==> config.mk <==
export PLATFORM = sky130hd
export DESIGN_NAME = sdram_ctrl_refseq
export DESIGN_NICKNAME = d
export VERILOG_FILES = /design/src/rtl/sdram_ctrl_refseq_pkg.sv /design/src/rtl/sdram_ctrl_dly.sv /design/src/rtl/sdram_ctrl_refseq.sv
export SDC_FILE = /design/constraint.sdc
export NUM_CORES = 1
export LEC_CHECK = 0
export CORE_ASPECT_RATIO = 0.6
export CORE_MARGIN = 2
export CORE_UTILIZATION = 49
export DETAILED_ROUTE_END_ITERATION = 12
export HOLD_SLACK_MARGIN = 0.05
export PLACE_DENSITY = 0.75
export REMOVE_ABC_BUFFERS = 1
export SLEW_MARGIN = 40
export SYNTH_ARGS = -nofsm -noshare
export SYNTH_HDL_FRONTEND = slang
export SYNTH_HIERARCHICAL = 1
export SYNTH_SLANG_ARGS = --single-unit
==> constraint.sdc <==
create_clock -name clk -period 2.6 [get_ports clk]
set_input_delay 0.52 -clock clk [delete_from_list [all_inputs] [get_ports clk]]
set_output_delay 0.52 -clock clk [all_outputs]
set_load 0.005 [all_outputs]
==> src/rtl/sdram_ctrl_refseq_pkg.sv <==
// sdram_ctrl_refseq_pkg
//   Shared definitions for the SDRAM controller slice. It holds the SDRAM
//   command encodings ({cs_n, ras_n, cas_n, we_n}) and the delay-counter
//   width. The access engine uses the same encodings.
package sdram_ctrl_refseq_pkg;

  // Width of the shared wait-state down-counter.
  localparam int DLY_W = 14;

  typedef logic [3:0] sdram_cmd_t;

  localparam sdram_cmd_t CMD_NOP  = 4'b0111;
  localparam sdram_cmd_t CMD_PALL = 4'b0010;
  localparam sdram_cmd_t CMD_AREF = 4'b0001;
  localparam sdram_cmd_t CMD_MRS  = 4'b0000;

  // PRECHARGE ALL is selected by A10 high.
  localparam logic [11:0] ADDR_PALL = 12'h400;

endpackage

==> src/rtl/sdram_ctrl_dly.sv <==
// sdram_ctrl_dly
//   Loadable down-counter with a zero flag. It holds at zero until it is
//   loaded again. Reset loads RST_VAL so that a wait can start straight
//   out of reset.
// Ports:
//   clk      - clock
//   rst      - synchronous active-high reset (loads RST_VAL)
//   load     - load load_val this edge (has priority over the count)
//   load_val - value to load
//   zero     - counter currently reads zero
module sdram_ctrl_dly #(
  parameter int           W       = 14,
  parameter logic [W-1:0] RST_VAL = {W{1'b0}}
) (
  input  logic         clk,
  input  logic         rst,
  input  logic         load,
  input  logic [W-1:0] load_val,
  output logic         zero
);

  localparam logic [W-1:0] ONE = W'(1);

  logic [W-1:0] cnt_r;

  // Count register: load, otherwise decrement until it reaches zero.
  always_ff @(posedge clk) begin
    if (rst) begin
      cnt_r <= RST_VAL;
    end else if (load) begin
      cnt_r <= load_val;
    end else if (cnt_r != {W{1'b0}}) begin
      cnt_r <= cnt_r - ONE;
    end else begin
      cnt_r <= cnt_r;
    end
  end

  assign zero = (cnt_r == {W{1'b0}});

endmodule

==> src/rtl/sdram_ctrl_refseq.sv <==
// sdram_ctrl_refseq
//   SDRAM power-up init and refresh command sequencer. After reset it waits
//   INIT_CYCLES, then issues PALL, INIT_REFS x AREF and MRS, and then raises
//   init_done. After that, a refresh request (ref_req) that is granted while
//   the access engine is idle (bus_idle) produces PALL followed by AREF,
//   with tRP and tRFC respected.
// Ports:
//   clk        - sole clock
//   rst        - synchronous active-high reset
//   ref_req    - refresh request level from the refresh timer (the timer's
//                "ref"; renamed because ref is a reserved word)
//   bus_idle   - access engine idle and preemptable; sampled only in IDLE
//   refreshing - refresh sequence in progress (ack to timer/access engine)
//   init_done  - init complete; stays set until reset
//   cmd_own    - this block drives the SDRAM command/address bus
//   cmd        - {cs_n, ras_n, cas_n, we_n}
//   addr       - SDRAM address bus
//   ba         - bank address
// All outputs are registered and are derived from the next state.
module sdram_ctrl_refseq
  import sdram_ctrl_refseq_pkg::*;
#(
  parameter int          INIT_CYCLES = 10000,
  parameter int          INIT_REFS   = 2,
  parameter int          T_RP        = 2,
  parameter int          T_RFC       = 7,
  parameter int          T_MRD       = 2,
  parameter logic [11:0] MODE_REG    = 12'h022
) (
  input  logic        clk,
  input  logic        rst,
  input  logic        ref_req,
  input  logic        bus_idle,
  output logic        refreshing,
  output logic        init_done,
  output logic        cmd_own,
  output logic [3:0]  cmd,
  output logic [11:0] addr,
  output logic [1:0]  ba
);

  // A wait of N cycles loads N-1. The load happens on entry to the command
  // state, so the command cycle itself counts toward the delay.
  localparam logic [DLY_W-1:0] LD_INIT = DLY_W'(INIT_CYCLES - 1);
  localparam logic [DLY_W-1:0] LD_RP   = DLY_W'(T_RP - 1);
  localparam logic [DLY_W-1:0] LD_RFC  = DLY_W'(T_RFC - 1);
  localparam logic [DLY_W-1:0] LD_MRD  = DLY_W'(T_MRD - 1);
  localparam logic [3:0]       REFS_L  = 4'(INIT_REFS);

  typedef enum logic [3:0] {
    S_INIT_WAIT = 4'd0,
    S_INIT_PALL = 4'd1,
    S_INIT_TRP  = 4'd2,
    S_INIT_REF  = 4'd3,
    S_INIT_TRFC = 4'd4,
    S_INIT_MRS  = 4'd5,
    S_INIT_TMRD = 4'd6,
    S_IDLE      = 4'd7,
    S_PALL      = 4'd8,
    S_TRP       = 4'd9,
    S_AREF      = 4'd10,
    S_TRFC      = 4'd11
  } state_t;

  state_t           state_r;
  state_t           state_nxt_s;
  logic [3:0]       ref_cnt_r;
  logic             more_refs_s;
  logic             dly_load_s;
  logic [DLY_W-1:0] dly_val_s;
  logic             dly_zero_s;

  // ref_cnt_r counts the init AREFs issued so far, including the one in progress.
  assign more_refs_s = (ref_cnt_r < REFS_L);

  sdram_ctrl_dly #(
    .W       (DLY_W),
    .RST_VAL (LD_INIT)
  ) u_dly (
    .clk      (clk),
    .rst      (rst),
    .load     (dly_load_s),
    .load_val (dly_val_s),
    .zero     (dly_zero_s)
  );

  // Next-state decode and delay-counter load control.
  // A command state exits directly when its delay is a single cycle.
  always_comb begin
    state_nxt_s = state_r;
    dly_load_s  = 1'b0;
    dly_val_s   = {DLY_W{1'b0}};
    case (state_r)
      S_INIT_WAIT: begin
        if (dly_zero_s) begin
          state_nxt_s = S_INIT_PALL;
          dly_load_s  = 1'b1;
          dly_val_s   = LD_RP;
        end else begin
          state_nxt_s = S_INIT_WAIT;
        end
      end
      S_INIT_PALL, S_INIT_TRP: begin
        if (dly_zero_s) begin
          state_nxt_s = S_INIT_REF;
          dly_load_s  = 1'b1;
          dly_val_s   = LD_RFC;
        end else begin
          state_nxt_s = S_INIT_TRP;
        end
      end
      S_INIT_REF, S_INIT_TRFC: begin
        if (dly_zero_s) begin
          dly_load_s = 1'b1;
          if (more_refs_s) begin
            state_nxt_s = S_INIT_REF;
            dly_val_s   = LD_RFC;
          end else begin
            state_nxt_s = S_INIT_MRS;
            dly_val_s   = LD_MRD;
          end
        end else begin
          state_nxt_s = S_INIT_TRFC;
        end
      end
      S_INIT_MRS, S_INIT_TMRD: begin
        if (dly_zero_s) begin
          state_nxt_s = S_IDLE;
        end else begin
          state_nxt_s = S_INIT_TMRD;
        end
      end
      S_IDLE: begin
        if (ref_req && bus_idle) begin
          state_nxt_s = S_PALL;
          dly_load_s  = 1'b1;
          dly_val_s   = LD_RP;
        end else begin
          state_nxt_s = S_IDLE;
        end
      end
      S_PALL, S_TRP: begin
        if (dly_zero_s) begin
          state_nxt_s = S_AREF;
          dly_load_s  = 1'b1;
          dly_val_s   = LD_RFC;
        end else begin
          state_nxt_s = S_TRP;
        end
      end
      S_AREF, S_TRFC: begin
        if (dly_zero_s) begin
          state_nxt_s = S_IDLE;
        end else begin
          state_nxt_s = S_TRFC;
        end
      end
      default: begin
        state_nxt_s = S_INIT_WAIT;
        dly_load_s  = 1'b1;
        dly_val_s   = LD_INIT;
      end
    endcase
  end

  // State register and registered command/status outputs.
  always_ff @(posedge clk) begin
    if (rst) begin
      state_r    <= S_INIT_WAIT;
      ref_cnt_r  <= 4'd0;
      cmd        <= CMD_NOP;
      addr       <= 12'h000;
      ba         <= 2'b00;
      refreshing <= 1'b0;
      init_done  <= 1'b0;
      cmd_own    <= 1'b1;
    end else begin
      state_r    <= state_nxt_s;
      ref_cnt_r  <= (state_nxt_s == S_INIT_REF) ? (ref_cnt_r + 4'd1) : ref_cnt_r;
      cmd_own    <= (state_nxt_s != S_IDLE);
      refreshing <= (state_nxt_s inside {S_PALL, S_TRP, S_AREF, S_TRFC});
      // IDLE is reachable only through the end of init.
      init_done  <= init_done | (state_nxt_s == S_IDLE);
      ba         <= 2'b00;
      case (state_nxt_s)
        S_INIT_PALL, S_PALL: begin
          cmd  <= CMD_PALL;
          addr <= ADDR_PALL;
        end
        S_INIT_REF, S_AREF: begin
          cmd  <= CMD_AREF;
          addr <= 12'h000;
        end
        S_INIT_MRS: begin
          cmd  <= CMD_MRS;
          addr <= MODE_REG;
        end
        default: begin
          cmd  <= CMD_NOP;
          addr <= 12'h000;
        end
      endcase
    end
  end

endmodule

# Word level (Yosys, flattened, before mapping)
# Index checks and enable logic that the tools add are counted.
# Widths: inputs -> output; s select.
# totals
out_inout_bits	21
word_cells	70
reg_bits	41
inputBits	4
# classes
eq_ne	20
n_reduce_logical	16
n_mux	22
addsub	2
n_bitwise	1
order_cmp	1
# ops
operator	n
$pmux 14 s5	1
$eq 4x4->1 const B	8
$mux 14	2
$pmux 4 s7	1
$eq 4x3->1 const B	6
$pmux 11 s2	1
$logic_not 14->1	1
$reduce_bool 14->1	1
$reduce_or 2->1	7
$sub 14x1->14 const B	1
$eq 4x2->1 const B	3
$mux 3	4
$mux 4	3
$pmux 3 s3	1
$eq 4x1->1 const B	2
$reduce_or 4->1	2
$mux 1	7
$reduce_or 7->1	1
$add 4x1->4 const B	1
$logic_not 4->1	1
$lt 4x2->1 const B	1
$ne 4x3->1 const B	1
$reduce_bool 4->1	1
$pmux 1 s3	1
other kinds (4)	4

# Logic depth before layout (Yosys ltp)
# depth
ltp_word	7
depth_mapped	13
ltp_nobuf	10

# By module
# Netlist, hierarchy kept.
# modules_own_cells
module	cells_each	seq_area_each_um2	area_each_um2	n_inst
sdram_ctrl_refseq	115	320.3	982.2	1
sdram_ctrl_dly	98	280.3	803.3	1

# Worst setup path before layout
# No wires, ideal clock.
# synth_timing
kind	reg2reg
from	register u_dly.cnt_r[0]
to	register ref_cnt_r[0]
synth_period_minus_slack_ps	2829
arrival_ps	2708
path_buffers	1
slack_ps	-229
t_required_ps	2479
stages_incl_launch_ff	12
setup_ps	121
path_cell_list	dfxtp_1 > inv_1 > ha_1 > nor3b_1 > nand4_1 > clkbuf_1 > inv_1 > mux2_1 > o221a_1 > a311oi_4 > nor3_2 > mux2_4
# synth_via
elab_chain_len	4
word_cells_on_any_way	9
classes_between	1 x eq/ne; 7 x mux; 1 x reduce/logical
# synth_rtl
element	line	text
start, declared	sdram_ctrl_dly.sv:24	logic [W-1:0] cnt_r;
start signal, assigned	sdram_ctrl_dly.sv:31	cnt_r <= load_val;
start signal, assigned	sdram_ctrl_dly.sv:33	cnt_r <= cnt_r - ONE;
start signal, assigned	sdram_ctrl_dly.sv:35	cnt_r <= cnt_r;
$logic_not 14->1 (*)	sdram_ctrl_dly.sv:39	assign zero = (cnt_r == {W{1'b0}});
via dly_zero_s	sdram_ctrl_refseq.sv:71	logic dly_zero_s;
$mux 2 (tied with other cells)	sdram_ctrl_refseq.sv:143	if (dly_zero_s) begin
$pmux 4 s7 (*)	sdram_ctrl_refseq.sv:93	case (state_r)
$eq 4x2->1 (*)	sdram_ctrl_refseq.sv:179	ref_cnt_r <= (state_nxt_s == S_INIT_REF) ? (ref_cnt_r + 4'd1) : ref_cnt_r;
end signal, assigned	sdram_ctrl_refseq.sv:179	
end, declared	sdram_ctrl_refseq.sv:67	logic [3:0] ref_cnt_r;
# The timed path passes the listed nets; every way through them passes the cells marked *.
# A chain may end at the register's enable or synchronous reset.

# Worst setup path after layout
# layout_timing
from	register u_dly.cnt_r[1]
to	register ref_cnt_r[2]
# The elaborated chain is that of the path after synthesis.

==> impl_summary.md <==
Status
The flow ran to the end, and the final reports show no timing, DRC or antenna violations.

Global routing
Summed over all layers, the global routing overflow is 0. The largest net degree at the start of global routing is 30. The total global-route track usage is 19.78%. The initial antenna violation count was 0. The wire length of the first global-routing pass is 6113 um. The number of global-route vias before repair is 1,242.

Floorplan
The count of boundary I/O pins is 25. The core region area is 3363 um^2. The floorplan step set the die width to 81.93 um. The number of core rows is 16. The die covers 4158 um^2.

The die outline height is 50.76 um. For this configuration, the core starts out at a cell density of 53.09%.

Power
The analysis attributes to net switching a power of 200.8 uW. VDD sags by at most 282.0 uV. The fraction of power spent switching nets is 22.46%. The leakage power total is 0.0008018 uW.

The total power density per cell area is 433.0 nW/um^2. The power share of the sequential group is 52.4%. Of the total power, combinational logic draws 4.4%. The clock network accounts for 43.2% of the total power. Internal power comes to 693.1 uW.

Synth
Counting flops and latches in the post-synthesis netlist gives 30. The proportion of netlist area held by the largest area contributor is 33.64%. Counting flops with an async set or reset pin after synthesis yields a share of 0%. The synthesized netlist cell count is 213. The mean cell area of the mapped netlist is 8.382 um^2.

The biggest area contributor in the post-synthesis netlist is dfxtp_1. The synthesized netlist occupies a cell area of 1785 um^2. After synthesis, the cell types taking the most area are dfxtp_1 (34%), buf_4 (5.5%), a21oi_1 (5.3%). In this run, synthesis inferred 0 flip-flops with an integrated enable. The flip-flop cell with the highest count after synthesis is dfxtp_1.

The number of warnings issued by yosys is 6. The sequential-to-total area share from yosys stat is 33.64%. The number of distinct library cells after synthesis is 55.

Clocking
The number of sinks handled by clock tree synthesis is 30. The clock network latency to the later pin of the worst-skew pair is 0.28 ns. The clock-pin slew reported for the worst setup and hold paths after clock tree synthesis is 0.06 ns. The maximum level of the CTS H-tree is 2. Clock tree synthesis inserted a total of 5 buffers. The buffer cell driving the clock tree root is clkbuf_8.

TritonCTS built the clock tree. In this run, post-CTS hold repair placed 0 buffers. Counting along the longest clock path gives a buffer depth of 2.

Timing
On the final layout, the worst clock skew is 0.003380 ns. The pin slew with the least headroom to its limit is 0.5302 ns. Static timing analysis puts the maximum clock frequency at 406.1 MHz. The normalized max-slew margin is 64.65%. Of the available clock period, the critical path in the final layout requires 94.72%.

Setup violations remaining at the end of the flow were counted as 0. The number of slew-limit violations in the final report was 0. The number of endpoints with negative hold slack in the final report is 0.

The clock period minus final worst setup slack is 2.463 ns. Setup repair after global routing left no endpoint under its margin.

Critical path
Data on the critical path arrives at its endpoint at 2.63 ns. Data on the critical path is required at its endpoint by 2.77 ns. Along the worst path, the maximum fanout reaches 5. The startpoint type of the worst setup path is a flip-flop. The kind of end point of the critical path is a flip-flop. The type of the worst setup path is reg -> reg.

Detailed routing
The final layout contains routed wiring with a total length of 3785 um. In the routed design, unresolved DRC markers number 0. After detailed routing, the average wire length per cell comes to 13.42 um. In the routed layout, each cell is associated on average with a via count of 5.649. After the first detailed-routing iteration, the DRC count stood at 131. The count of nets left with antenna violations once routing finished came out at 0.

The routed layout has 1,593 vias. The iteration count of the initial detailed-routing pass is 4.

Layout
The number of nets in the layout is 242. The library cells used most frequently in the layout, excluding fill and tap cells, are dfxtp_1 (30), a21oi_1 (19), conb_1 (18), nand2_1 (15), nor2_1 (14). Once layout is done, the placed cells without fillers occupy 2064 um^2. The repair_antennas step left the layout with diodes totalling 0.

The share of final-layout standard cells stronger than drive strength 1 is 13.92%. Measured on the finished design, the core utilization comes to 61.38%. The signed area change from the synthesized netlist to the final layout is 15.63%.

The library cell used most frequently in the layout, excluding fill and tap cells, is dfxtp_1. The post-layout instance count excluding filler cells is 282.

Placement
The area of placed instances is 1962 um^2. In this run, placement finished with an instance count of 274. Routability-driven placement finished with a final weighted congestion of 0.9072. Detailed placement ended at an HPWL of 2757 um. The count of buffers inserted at the top-level ports is 12.

Hold path
The classification of the worst-slack hold path is reg -> reg.

Run
The number of maximum-capacitance constraint violations is 0.
[power groups by stage]
| stage | Combinational [uW] | Clock (uW) | Sequential, uW |
|---|---|---|---|
| after floorplan | 20.4 | 0 | 477 |
| after global placement | 37.7 | 0 | 477 |
| after detailed placement | 38.5 | 0 | 478 |
| after CTS | 38.7 | 398 | 468 |
| after global routing | 45.4 | 420 | 468 |
| final | 39.4 | 386 | 468 |
[metal layers]
| metal | GRT usage [%] | vias up | routed length, um |
|---|---|---|---|
| met4 | 9.722 | 0 | 58 |
| met1 | 32.53 | 719 | 1879 |
| met2 | 21.68 | 83 | 1383 |
| li1 | - | 785 | - |
| met5 | 0 | - | 0 |
| met3 | 5.396 | 6 | 464 |
[cells in the mapped netlist (3+ instances only)]
cell	count
a21oi_1	19
and2_1	4
buf_2	3
buf_4	13
clkbuf_1	8
dfxtp_1	30
inv_1	6
mux2_1	3
mux2i_1	3
nand2_1	16
nand3_1	4
nor2_1	14
nor2b_1	9
nor3_1	6
nor3b_1	3
nor4_1	5
o21ai_0	4
o21ai_1	5
or3_1	4
xnor2_1	3
xor2_1	4
[critical path, stage by stage, from the launching register on]
cell	delay, ns
dfxtp_1	0.37
inv_1	0.06
ha_1	0.23
nor3b_2	0.18
nand4_1	0.12
inv_1	0.07
mux2_1	0.29
o221a_1	0.26
a311oi_4	0.35
nor4b_2	0.10
mux2_1	0.32
[stage by stage]
step	hold WS, ns	power [uW]	worst slack (ns)	TNS (ns)
floorplan	0.4745	497.8	-0.2731	-2.133
global placement	0.4661	515.1	0.1292	0
detailed placement	0.4633	516.4	0.1012	0
CTS	0.4823	904.4	0.07584	0
global route	0.5194	933.4	0.01637	0
finish	0.4776	893.9	0.1373	0
[worst paths after layout]
path                  start            to  slack (ns)  cells past startpoint
max          u_dly/cnt_r[1]  ref_cnt_r[2]        0.14                     10
min               init_done     init_done        0.48                      1
max reg2reg  u_dly/cnt_r[1]  ref_cnt_r[2]        0.14                     10
min reg2reg       init_done     init_done        0.48                      1
[layout make-up]
type | count | area, um^2
Inverter | 7 | 30.03
Timing Repair Buffer | 24 | 210.2
Clock buffer | 7 | 86.33
Multi-Input combinational cell | 168 | 1076
Clock inverter | 1 | 5.005
Fill cell | 294 | 1299
Tap cell | 45 | 56.30
Sequential cell | 30 | 600.6
[state kept, by name, indices dropped and copies added, names as in the netlist]
register and cells:
ref_cnt_r 4, u_dly/cnt_r 14, addr 2, cmd 3
cmd_own 1, init_done 1, refreshing 1, state_r 4
[logic make-up (layout without fill, tap and decap cells)]
logic type / Yosys count / in the layout / share of synthesized area (%)
adder cells (fa/ha/maj): 2 / 2 / 1.401
XOR/XNOR: 7 / 7 / 3.434
flip-flops: 30 / 30 / 33.64
AND/OR/NAND/NOR: 81 / 81 / 26.28
multiplexers: 7 / 7 / 4.415
AO/OA/AOI/OAI: 53 / 53 / 20.53
buffers and inverters: 32 / 39 / 10.09
other: 1 / 18 / 0.2100
[timing repair]
item / 4_1_cts / 5_1_grt
resized for setup: 0 / 3
buffers inserted: 0 / 0
setup endpoints to repair: 0 / 12
No activity file was read; power rests on OpenSTA's default activity.
